--- config.mk ---
export PLATFORM = sky130hd
export DESIGN_NAME = iob_mem_arbiter
export DESIGN_NICKNAME = d
export VERILOG_FILES = /design/src/rtl/iob_mem_arbiter_pkg.sv /design/src/rtl/iob_mem_arbiter_fifo.sv /design/src/rtl/iob_mem_arbiter.sv
export SDC_FILE = /design/constraint.sdc
export NUM_CORES = 1
export LEC_CHECK = 0
export ABC_AREA = 0
export CORE_MARGIN = 10
export CORE_UTILIZATION = 28
export DETAILED_ROUTE_END_ITERATION = 16
export PLACE_DENSITY = 0.9
export SKIP_CTS_REPAIR_TIMING = 1
export SLEW_MARGIN = 20
export SYNTH_ARGS = -nofsm -noshare
export SYNTH_HDL_FRONTEND = slang
export SYNTH_SLANG_ARGS = --single-unit
--- constraint.sdc ---
create_clock -name clk_i -period 4.65 [get_ports clk_i]
set_clock_uncertainty 0.1 [all_clocks]
set_input_delay 0.465 -clock clk_i [delete_from_list [all_inputs] [get_ports clk_i]]
set_output_delay 0.465 -clock clk_i [all_outputs]
set_load 0.01 [all_outputs]
--- src/rtl/iob_mem_arbiter_pkg.sv ---
// Shared types for the IOb memory arbiter.
//   owner_e     : which requester issued an outstanding read (fetch / data)
//   fsm_state_e : fence sequencer states
//   pick_rr     : round-robin pick between the two requesters
package iob_mem_arbiter_pkg;

  typedef enum logic {
    OWN_IF = 1'b0,
    OWN_D  = 1'b1
  } owner_e;

  typedef enum logic [1:0] {
    IDLE  = 2'd0,
    DRAIN = 2'd1,
    INV   = 2'd2,
    DONE  = 2'd3
  } fsm_state_e;

  // When both request, the one not granted last time wins.
  function automatic owner_e pick_rr(input logic req0, input logic req1,
                                     input owner_e last);
    owner_e w;
    if (req0 && req1) w = (last == OWN_D) ? OWN_IF : OWN_D;
    else if (req0)    w = OWN_IF;
    else              w = OWN_D;
    return w;
  endfunction

endpackage

--- src/rtl/iob_mem_arbiter_fifo.sv ---
// iob_owner_fifo: 1-bit wide, 2**OUTS_W deep owner FIFO.
// Holds the issuer of each accepted read so responses can be steered back.
//   clk_i, arst_n_i, cke_i : clock, async active-low reset, clock enable
//   push_i / din_i         : write one owner bit
//   pop_i  / dout_o        : consume the head entry (dout_o shows head)
//   full_o / empty_o       : occupancy flags
// Push and pop in the same cycle are both performed; a push into a full
// FIFO is only taken when a pop frees the slot in the same cycle.
module iob_owner_fifo #(
  parameter int OUTS_W = 2
) (
  input  logic clk_i,
  input  logic arst_n_i,
  input  logic cke_i,
  input  logic push_i,
  input  logic din_i,
  input  logic pop_i,
  output logic dout_o,
  output logic full_o,
  output logic empty_o
);

  localparam int DEPTH = 1 << OUTS_W;

  logic [DEPTH-1:0]  mem;
  logic [OUTS_W-1:0] wr_ptr, rd_ptr;
  logic [OUTS_W:0]   cnt;
  logic              do_push, do_pop;

  assign full_o  = (cnt == (OUTS_W+1)'(DEPTH));
  assign empty_o = (cnt == '0);
  assign do_pop  = pop_i & ~empty_o;
  assign do_push = push_i & (~full_o | do_pop);
  assign dout_o  = mem[rd_ptr];

  always_ff @(posedge clk_i or negedge arst_n_i) begin
    if (!arst_n_i) begin
      mem    <= '0;
      wr_ptr <= '0;
      rd_ptr <= '0;
      cnt    <= '0;
    end else if (cke_i) begin
      if (do_push) begin
        mem[wr_ptr] <= din_i;
        wr_ptr      <= wr_ptr + 1'b1;
      end
      if (do_pop) rd_ptr <= rd_ptr + 1'b1;
      case ({do_push, do_pop})
        2'b10:   cnt <= cnt + 1'b1;
        2'b01:   cnt <= cnt - 1'b1;
        default: cnt <= cnt;
      endcase
    end
  end

endmodule

--- src/rtl/iob_mem_arbiter.sv ---
// iob_mem_arbiter: shares the cache IOb front-end between instruction fetch
// (m0, read-only) and the load/store unit (m1).
//   m0_*  : fetch request / response
//   m1_*  : data request (wstrb==0 means read) / response
//   s_*   : request to and response from the cache
//   fence_i / fence_done_o / invalidate_o / wtb_empty_i : fence sequencing
//   err_o : sticky, a response arrived with no outstanding read recorded
// Arbitration is combinational in IDLE; a stalled request is locked to its
// owner until the cache accepts it. Read owners queue in iob_owner_fifo.
module iob_mem_arbiter
  import iob_mem_arbiter_pkg::*;
#(
  parameter int ADDR_W = 32,
  parameter int DATA_W = 32,
  parameter int OUTS_W = 2
) (
  input  logic                clk_i,
  input  logic                cke_i,
  input  logic                arst_n_i,
  input  logic                m0_valid_i,
  input  logic [ADDR_W-1:0]   m0_addr_i,
  output logic                m0_ready_o,
  output logic                m0_rvalid_o,
  output logic [DATA_W-1:0]   m0_rdata_o,
  input  logic                m1_valid_i,
  input  logic [ADDR_W-1:0]   m1_addr_i,
  input  logic [DATA_W-1:0]   m1_wdata_i,
  input  logic [DATA_W/8-1:0] m1_wstrb_i,
  output logic                m1_ready_o,
  output logic                m1_rvalid_o,
  output logic [DATA_W-1:0]   m1_rdata_o,
  output logic                s_valid_o,
  output logic [ADDR_W-1:0]   s_addr_o,
  output logic [DATA_W-1:0]   s_wdata_o,
  output logic [DATA_W/8-1:0] s_wstrb_o,
  input  logic                s_ready_i,
  input  logic                s_rvalid_i,
  input  logic [DATA_W-1:0]   s_rdata_i,
  input  logic                fence_i,
  output logic                fence_done_o,
  output logic                invalidate_o,
  input  logic                wtb_empty_i,
  output logic                err_o
);

  fsm_state_e state, state_nxt;
  logic       lock;
  owner_e     lock_own;
  owner_e     rr_last;   // owner of the last accepted request
  owner_e     grant;
  logic       s_valid;
  logic       accept;
  logic       m0_elig, m1_elig, m1_is_rd;
  logic       fifo_push, fifo_full, fifo_empty, fifo_head;
  logic       rsp_ok;

  // A read cannot be forwarded when the owner FIFO is full; writes are
  // untracked and may still go, so the other master's write can win.
  assign m1_is_rd = (m1_wstrb_i == '0);
  assign m0_elig  = m0_valid_i & ~fifo_full;
  assign m1_elig  = m1_valid_i & (~m1_is_rd | ~fifo_full);

  always_comb begin
    grant   = OWN_IF;
    s_valid = 1'b0;
    if (state == IDLE) begin
      if (lock) begin
        // Stalled handshake completes even if a fence arrived meanwhile.
        grant   = lock_own;
        s_valid = 1'b1;
      end else if (!fence_i && (m0_elig || m1_elig)) begin
        grant   = pick_rr(m0_elig, m1_elig, rr_last);
        s_valid = 1'b1;
      end
    end
  end

  always_comb begin
    s_addr_o  = '0;
    s_wdata_o = '0;
    s_wstrb_o = '0;
    if (s_valid) begin
      if (grant == OWN_D) begin
        s_addr_o  = m1_addr_i;
        s_wdata_o = m1_wdata_i;
        s_wstrb_o = m1_wstrb_i;
      end else begin
        s_addr_o  = m0_addr_i;
      end
    end
  end

  assign s_valid_o  = s_valid;
  assign accept     = s_valid & s_ready_i;
  assign m0_ready_o = accept & (grant == OWN_IF);
  assign m1_ready_o = accept & (grant == OWN_D);
  assign fifo_push  = accept & (s_wstrb_o == '0);

  iob_owner_fifo #(.OUTS_W(OUTS_W)) u_owner_fifo (
    .clk_i    (clk_i),
    .arst_n_i (arst_n_i),
    .cke_i    (cke_i),
    .push_i   (fifo_push),
    .din_i    (grant == OWN_D),
    .pop_i    (s_rvalid_i),
    .dout_o   (fifo_head),
    .full_o   (fifo_full),
    .empty_o  (fifo_empty)
  );

  // Response steering from the FIFO head; unowned responses are dropped.
  assign rsp_ok      = s_rvalid_i & ~fifo_empty;
  assign m0_rvalid_o = rsp_ok & ~fifo_head;
  assign m1_rvalid_o = rsp_ok &  fifo_head;
  assign m0_rdata_o  = m0_rvalid_o ? s_rdata_i : '0;
  assign m1_rdata_o  = m1_rvalid_o ? s_rdata_i : '0;

  always_comb begin
    state_nxt = state;
    case (state)
      IDLE:    if (fence_i && !lock) state_nxt = DRAIN;
      DRAIN:   if (fifo_empty && wtb_empty_i) state_nxt = INV;
      INV:     state_nxt = DONE;
      DONE:    state_nxt = IDLE;
      default: state_nxt = IDLE;
    endcase
  end

  assign invalidate_o = (state == INV);
  assign fence_done_o = (state == DONE);

  always_ff @(posedge clk_i or negedge arst_n_i) begin
    if (!arst_n_i) begin
      state    <= IDLE;
      lock     <= 1'b0;
      lock_own <= OWN_IF;
      rr_last  <= OWN_IF;   // m1 wins the first tie
      err_o    <= 1'b0;
    end else if (cke_i) begin
      state <= state_nxt;
      lock  <= s_valid & ~s_ready_i;
      if (s_valid && !s_ready_i) lock_own <= grant;
      if (accept) rr_last <= grant;
      if (s_rvalid_i && fifo_empty) err_o <= 1'b1;
    end
  end

endmodule

[After elaboration in Yosys (flattened, before gate mapping)]
Index checks and enable logic that the tools add are counted.
Widths: inputs -> output; s select.
Cells by class
  divide/modulo/power cells: 0
  shift operators: 0
  bitwise logic cells: 19
  mux-type cells: 26
  equality and inequality tests: 8
  order comparisons: 3
  add/subtract/negate cells: 4
  multiply operators: 0
  reduce and logical (&&, ||, !) cells: 23
Operators with widths (count)
  $mux 32: 6
  $reduce_and 2->1: 6
  $and 1x1->1: 11
  $mux 1: 11
  $logic_not 4->1: 2
  $mux 4: 2
  $pmux 2 s4: 1
  $logic_and 1x1->1: 7
  $eq 2x2->1 const B: 3
  $lt 2x3->1 const B: 2
  $not 1->1: 6
  $pmux 3 s2: 1
  $add 2x1->2 const B: 2
  $bwmux 4: 1
  $eq 2x1->1 const B: 2
  $mux 2: 2
  $add 3x1->3 const B: 1
  $eq 3x3->1 const B: 1
  $logic_not 1->1: 3
  $logic_not 3->1: 1
  $reduce_and 3->1: 1
  $sub 3x1->3 const B: 1
  $bmux 1 s2: 1
  $demux 1 s2: 1
  7 further kinds: 8
Storage, ports and cells
  output and inout port bits: 140
  bits in read-only memories: 0
  register bits: 17
  RAM bits: 0
  bits of input ports: 141
  logic and storage cells: 92
  memories: 0
  latch bits: 0

[Longest topological paths before layout]
Gate-level depths: netlist of the first run.
  word-level depth: 17
  mapped depth: 13

[Cells and area by module]
From an unflattened synthesis of the first run, not the netlist that was laid out.
Unflattened totals
  cell total of the unflattened synthesis: 320
  area, all modules: 2388.5 sq um
Modules (own cells, without submodules)
  iob_mem_arbiter: area an instance 1757.9 sq um, cells each 269, times used 1
  iob_owner_fifo: area an instance 630.6 sq um, cells each 51, times used 1

[Least setup slack after synthesis of the first run]
OpenSTA, ideal clock, no wires.
  path type: flip-flop to flip-flop
  start: register state[0]
  end: register u_owner_fifo.cnt[2]
  arrival time: 2.703 ns
  required time: 4.471 ns
  stages on the path, launching flop included: 13
  setup time: 0.079 ns
  setup slack: 1.768 ns
  cells stage by stage: dfrtp_1 -> inv_1 -> ha_1 -> or4bb_1 -> o21a_1 -> o22a_2 -> nand3_1 -> ha_1 -> inv_1 -> fa_1 -> xor2_1 -> nor2_1 -> xor2_1
Between the ends
  word-level cells in the longest chain between the ends: 10
RTL lines
  from (decl): line iob_mem_arbiter.sv:46  | fsm_state_e state, state_nxt;
  from (signal assigned): line iob_mem_arbiter.sv:140  | state <= state_nxt;
  $logic_not 2->1 (*): line iob_mem_arbiter.sv:66  | if (state == IDLE) begin
  $mux 1: line iob_mem_arbiter.sv:66
  $mux 4: line iob_mem_arbiter.sv:83  | if (grant == OWN_D) begin
  $mux 4: line iob_mem_arbiter.sv:82  | if (s_valid) begin
  $logic_not 4->1: line iob_mem_arbiter.sv:97  | assign fifo_push = accept & (s_wstrb_o == '0);
  $and 1x1->1 (*): line iob_mem_arbiter.sv:97
  $and 1x1->1 (*): line iob_mem_arbiter_fifo.sv:33  | assign do_push = push_i & (~full_o | do_pop);
  $eq 2x2->1 / $eq 2x1->1 (equally long branches): line iob_mem_arbiter_fifo.sv:48  | case ({do_push, do_pop})
  $reduce_bool 2->1 (no source line)
  $reduce_and 2->1 (no source line)
  to (signal assigned): line iob_mem_arbiter_fifo.sv:49  | 2'b10: cnt <= cnt + 1'b1;
  to (signal assigned): line iob_mem_arbiter_fifo.sv:50  | 2'b01: cnt <= cnt - 1'b1;
  to (signal assigned): line iob_mem_arbiter_fifo.sv:51  | default: cnt <= cnt;
  to (decl): line iob_mem_arbiter_fifo.sv:27  | logic [OUTS_W:0] cnt;
Mark *: on every way between the ends. The rest lies on a longest branch, timed or not.
A chain may end at the register's enable or synchronous reset.

[Worst setup path in the final report of the first run]
  start: input m1_wstrb_i[0]
  end: output s_addr_o[8]
Between the ends
  word-level cells in the longest chain between the ends: 11
RTL lines
  from (decl): line iob_mem_arbiter.sv:28  | input logic [DATA_W/8-1:0] m1_wstrb_i,
  $logic_not 4->1 (*): line iob_mem_arbiter.sv:59  | assign m1_is_rd = (m1_wstrb_i == '0);
  $not 1->1 (*): line iob_mem_arbiter.sv:61  | assign m1_elig = m1_valid_i & (~m1_is_rd | ~fifo_full);
  $or 1x1->1 (*): line iob_mem_arbiter.sv:61
  $and 1x1->1 (*): line iob_mem_arbiter.sv:61
  $logic_and 1x1->1 / $logic_or 1x1->1 (equally long branches): line iob_mem_arbiter_pkg.sv:23, iob_mem_arbiter.sv:71
  $mux 1 / $logic_and 1x1->1 (equally long branches): line iob_mem_arbiter_pkg.sv:23, iob_mem_arbiter.sv:71
  $mux 1: line iob_mem_arbiter.sv:71  | end else if (!fence_i && (m0_elig || m1_elig)) begin
  $mux 1: line iob_mem_arbiter.sv:67  | if (lock) begin
  $mux 1: line iob_mem_arbiter.sv:66
  $mux 32: line iob_mem_arbiter.sv:83
  $mux 32 (*): line iob_mem_arbiter.sv:82
  to (decl): line iob_mem_arbiter.sv:33  | output logic [ADDR_W-1:0] s_addr_o,
Marks and branches as above.

==> results of run 1 <==
final timing paths:
path | from | endpoint | slack (ns)
setup reg to reg | state[0]$_DFFE_PN0P_ | u_owner_fifo.cnt[2]$_DFFE_PN0P_ | 1.47
max in group asynchronous | arst_n_i | u_owner_fifo.wr_ptr[1]$_DFFE_PN0P_ | 3.40
min in group asynchronous | arst_n_i | err_o$_DFFE_PN0P_ | 0.56
hold reg to reg | err_o$_DFFE_PN0P_ | err_o$_DFFE_PN0P_ | 0.38
setup / recovery | m1_wstrb_i[0] | s_addr_o[8] | 0.97
hold / removal | err_o$_DFFE_PN0P_ | err_o$_DFFE_PN0P_ | 0.38
flip-flops by register name, summed over array words and instances, names as in the netlist:
name,count
u_owner_fifo.rd_ptr,2
lock_own,1
lock,1
u_owner_fifo.cnt,3
rr_last,1
u_owner_fifo.mem,4
u_owner_fifo.wr_ptr,2
err_o,1
state,2
synth_stat cells, types with 5 or more instances:
| cell | n | area, um^2 |
|---|---|---|
| a21oi_1 | 33 | 165 |
| and2_1 | 103 | 644 |
| buf_2 | 7 | 35.0 |
| clkbuf_1 | 9 | 33.8 |
| dfrtp_1 | 17 | 425 |
| ha_1 | 9 | 113 |
| inv_1 | 10 | 37.5 |
| mux2_2 | 5 | 56.3 |
| nand2_1 | 69 | 259 |
| nand4_1 | 5 | 31.3 |
logic make-up (layout without fill, tap and decap cells):
logic type | after synthesis | count (layout) | synth area share
and+or+nand+nor | 194 | 194 | 0.473
adders and majority gates | 10 | 10 | 0.0601
AOI/OAI and AO/OA | 48 | 48 | 0.124
buffers and inverters | 34 | 300 | 0.0782
xor gates and xnor gates | 6 | 6 | 0.0238
muxes | 8 | 8 | 0.0476
DFF | 17 | 17 | 0.193
where the power goes:
group          internal (mW)  leakage (nW)  switching, mW  total, mW
Clock                 0.0595        0.0255         0.0499      0.109
Sequential             0.202         0.213         0.0541      0.256
Combinational          0.519          1.83          0.421      0.940
per-stage QoR:
step	total power, mW	utilization	hold WS, ns	setup WS (ns)
after floorplan	0.701	-	0.0694	1.77
after global placement	1.17	0.657	0.363	1.11
after detailed placement	1.20	0.657	0.367	0.998
after CTS	1.32	0.663	0.386	0.980
after global routing	1.41	0.663	0.410	0.794
final	1.31	0.663	0.376	0.968
metal layers:
metal  GRT usage  wire length, um  vias up
li1            -                -     1551
met1       0.215             4550     1480
met2       0.386             7380      104
met3      0.0696             1050        8
met4      0.0264               91        0
met5           0                0        -
area by class of cell:
type,instances,share of cell area
clock inverters,1,0.000982
multi-input cells,266,0.317
clock buffers,3,0.00810
well taps,102,0.0250
inverters,11,0.00810
repair buffers,285,0.557
flip-flops and latches,17,0.0835
==> run_results.csv, run 1 <==
group,metric,value,unit
sta,maxSlewHeadroom,0.421,
yosys,netlist_instances,317,
placed_design,dpl.cell_count,681,
placed_design,hpwl,11300,um
critical_path,crit_chain,"clkdlybuf4s50_1, nor4_1, mux2_4, o21a_1, buf_4, nand2_1, a21oi_1, clkdlybuf4s50_1",
layout,nFillCells,656,
worst_hold_path,hold_depth,1,
outcome,status,"finished clean",
critical_path,slowest_delay,0.64,ns
yosys,ys.flop_type,"dfrtp_1",
clocking,clock_latency,0.26,ns
layout,final_common_cell,"clkdlybuf4s50_1",
critical_path,cp.required,4.09,ns
routing,wire_per_inst,19.1,um
grt,grt_use_total,0.203,
critical_path,crit_top_cell,"clkdlybuf4s50_1",
critical_path,cp_num_buf_inv,3,
layout,multi_input_area,0.00162,mm^2
die,core,0.00769,mm^2
routing,viasPerCell,4.59,
die,die-height,109,um
clocking,numCtsBuffers,3,
grt,grt_start_max_net_pins,45,
routing,drc,0,
power,power.leakage,2.07,nW
yosys,synth_edf_count,0,
power,peakVddDrop,0.127,mV
flow_run,cap_violations,0,
sta,drv_slew,0,
placed_design,place_area,0.00505,mm^2
sta,setup_violations,0,
sta,rsz0062_at_grt,"no",
die,rows,32,
layout,drive_gt1_frac,0.0360,
routing,vias,3143,
critical_path,cp_top_family,"buffers and inverters",
grt,overflow,0,
die,start_util,0.287,
clocking,cts_max_level,1,
die,die_area,0.0118,mm^2
clocking,cts_tree,"built",
routing,drtAntennaViolNets,0,
power,p_per_area,256,mW/mm^2
sta,final.period_utilization,0.792,
worst_hold_path,hp-class,"flip-flop to flip-flop",
critical_path,rr_worst_depth,12,
sta,finalHoldViolations,0,
yosys,ys_types,42,
layout,final_cells,685,
layout,antenna_cells,0,
routing,drt_wl_total,13100,um
critical_path,cp_slowest_cell,"nor4_1",
sta,tns,0,ns
sta,fmax,272,MHz
routing,drt_iter0_drc,114,
layout,design_area,0.00510,mm^2
clocking,cts_buffer_depth,2,
die,die_w,109,um
grt,first_global_vias,3144,
yosys,ys_async_sr_fraction,1.00,
critical_path,cp-end-kind,"output pin",
grt,grt_pass1_wl,18600,um
placed_design,gp_congestion,0.885,
critical_path,cp.arrival,3.12,ns
clocking,cts.sinks,17,
yosys,netlist_area,0.00221,mm^2
yosys,synth_warnings,0,
critical_path,crit_cells,8,
placed_design,port_buffers,280,
routing,dr.pass1.iters,4,
critical_path,path_max_fanout,34,
clocking,root_buffer,"clkbuf_8",
yosys,synth.avg_cell_area,6.96,um^2
yosys,ys_seq_area_frac,0.193,
critical_path,critPathLaunchType,"input port",
grt,antenna_found_initial,0,
layout,area_growth_syn_to_layout,131,%
sta,min_period,3.68,ns
sta,worstMarginPinSlew,0.869,ns
die,ioPinCount,281,
layout,nets,735,
yosys,syn-num-nets,468,
layout,final_cell_mix,"280 x clkdlybuf4s50_1, 103 x and2_1, 69 x nand2_1",
clocking,clk_pin_slew,0.07,ns
yosys,yosys_register_bits,17,
layout,seqCellArea,425,um^2
critical_path,critPathKind,"input port to output pin",
No activity file was read; power rests on OpenSTA's default activity.
==> run 2: changes to the inputs <==
--- a/config.mk
+++ b/config.mk
@@ -7,9 +7,9 @@
 export LEC_CHECK = 0
 export ABC_AREA = 0
 export CORE_MARGIN = 10
-export CORE_UTILIZATION = 28
+export CORE_UTILIZATION = 26
 export DETAILED_ROUTE_END_ITERATION = 16
-export PLACE_DENSITY = 0.9
+export PLACE_DENSITY = 0.85
 export SKIP_CTS_REPAIR_TIMING = 1
 export SLEW_MARGIN = 20
 export SYNTH_ARGS = -nofsm -noshare
==> constraint.sdc (replaced) <==
create_clock -name clk_i -period 3.6 [get_ports clk_i]
set_clock_uncertainty 0.1 [all_clocks]
set_input_delay 0.36 -clock clk_i [delete_from_list [all_inputs] [get_ports clk_i]]
set_output_delay 0.36 -clock clk_i [all_outputs]
set_load 0.01 [all_outputs]
==> run_results.csv, run 2 (same netlist as run 1, synthesis figures left out) <==
group,metric,value,unit
worst_hold_path,min_to,"err_o$_DFFE_PN0P_",
layout,multi_input_area,0.00162,mm^2
grt,grt_start_max_net_pins,59,
layout,final_common_cell,"clkdlybuf4s50_1",
clocking,clock_latency,0.26,ns
power,p_int,1.02,mW
grt,first_global_vias,3280,
critical_path,r2r-end,"u_owner_fifo.cnt[2]$_DFFE_PN0P_",
critical_path,rr_worst_depth,12,
layout,largest_reg_flops,4,
die,die-height,112,um
die,start_util,0.267,
critical_path,cp.arrival,2.94,ns
critical_path,cp_num_buf_inv,3,
critical_path,cp_slowest_cell,"or4bb_1",
critical_path,critPathKind,"flip-flop to output pin",
clocking,numCtsBuffers,3,
worst_hold_path,hp-class,"flip-flop to flip-flop",
sta,drv_slew,0,
critical_path,crit_chain,"inv_1, ha_1, or4bb_1, o21ai_4, buf_12, nand2_1, a21oi_1, clkdlybuf4s50_1",
worst_hold_path,hp-start,"err_o$_DFFE_PN0P_",
layout,regMostFlops,"u_owner_fifo.mem",
critical_path,cp.required,3.14,ns
power,combPwrFrac,0.721,
layout,design_area,0.00514,mm^2
routing,drt_iter0_drc,147,
sta,whs,0.381,ns
placed_design,port_buffers,280,
clocking,root_buffer,"clkbuf_8",
power,p_clk_frac,0.086,
flow_run,cap_violations,0,
grt,antenna_found_initial,0,
sta,finalHoldViolations,0,
routing,drtAntennaViolNets,0,
layout,final_cells,690,
layout,final_cell_mix,"280 x clkdlybuf4s50_1, 103 x and2_1, 69 x nand2_1",
layout,seqCellArea,425,um^2
power,p_per_area,332,mW/mm^2
routing,dr.pass1.iters,4,
critical_path,cp-end-kind,"output pin",
placed_design,gp_congestion,0.960,
critical_path,rrSetupSlack,0.50,ns
sta,final.period_utilization,0.943,
die,core,0.00826,mm^2
outcome,status,"finished clean",
routing,drt_wl_total,13300,um
layout,largestRegisters,"u_owner_fifo.mem (4), u_owner_fifo.cnt (3)",
worst_hold_path,hold_depth,1,
placed_design,place_area,0.00509,mm^2
routing,vias,3161,
routing,drc,0,
grt,grt_use_total,0.195,
sta,rsz0062_at_grt,"no",
routing,viasPerCell,4.58,
clocking,clk_pin_slew,0.07,ns
placed_design,hpwl,11500,um
grt,overflow,0,
sta,fmax,295,MHz
layout,nFillCells,697,
critical_path,path_max_fanout,58,
die,rows,33,
sta,setup_violations,0,
routing,wire_per_inst,19.2,um
clocking,cts_max_level,1,
critical_path,critPathLaunchType,"flip-flop",
layout,drive_gt1_frac,0.0393,
power,finalPower,1.71,mW
sta,min_period,3.40,ns
grt,grt_pass1_wl,19900,um
sta,worstMarginPinSlew,0.796,ns
sta,tns,0,ns
layout,area_growth_syn_to_layout,133,%
placed_design,dpl.cell_count,686,
die,die_area,0.0126,mm^2
die,ioPinCount,281,
clocking,cts_buffer_depth,2,
clocking,cts_tree,"built",
power,peakVddDrop,0.180,mV
critical_path,cp_top_family,"buffers and inverters",
power,seqPwrFrac,0.193,
sta,maxSlewHeadroom,0.468,
die,die_w,112,um
power,p_sw,687,uW
layout,antenna_cells,0,
power,power.leakage,2.08,nW
critical_path,slowest_delay,0.60,ns
power,p_sw_frac,0.402,
layout,nets,737,
critical_path,timing.rr.start,"state[0]$_DFFE_PN0P_",
clocking,cts.sinks,17,
-- run 2: cell type report --
type | instances | share of cell area
Multi-Input combinational cell | 266 | 0.314
Inverter | 11 | 0.00803
Clock inverter | 1 | 0.00146
Clock buffer | 3 | 0.00803
Timing Repair Buffer | 287 | 0.560
Sequential cell | 17 | 0.0827
Tap cell | 105 | 0.0255
-- run 2: power by group through the flow --
stage          Clock, mW  Combinational (mW)  Sequential [mW]
4_1_cts            0.152                1.25            0.330
5_1_grt            0.161                1.34            0.339
6_report           0.147                1.23            0.330
3_5_place_dp           0                1.24            0.333
3_3_place_gp           0                1.20            0.325
2_1_floorplan          0               0.591            0.315
-- run 2: how the worst max path moves through the flow --
stage,startpoint,end,slack (ns),depth (start not counted)
2_1_floorplan,state[0]$_DFFE_PN0P_,u_owner_fifo.cnt[2]$_DFFE_PN0P_,0.72,12
3_3_place_gp,fence_i,s_addr_o[2],0.41,7
3_5_place_dp,fence_i,s_addr_o[2],0.40,7
4_1_cts,state[0]$_DFFE_PN0P_,s_addr_o[2],0.20,8
5_1_grt,state[0]$_DFFE_PN0P_,s_addr_o[2],0.02,8
6_report,state[0]$_DFFE_PN0P_,s_addr_o[25],0.20,8
-- run 2: stage by stage --
stage | worst slack [ns] | utilization
3_3_place_gp | 0.407 | 0.617
5_1_grt | 0.0215 | 0.623
6_report | 0.205 | 0.623
2_1_floorplan | 0.718 | -
3_5_place_dp | 0.404 | 0.617
4_1_cts | 0.195 | 0.623
-- run 2: per-layer routing --
metal	vias to the layer above	global-route usage	share of wire
met3	9	0.0559	0.056
met4	0	0.0237	0.0089
met5	-	0	0
met2	93	0.376	0.56
li1	1554	-	-
met1	1505	0.208	0.37
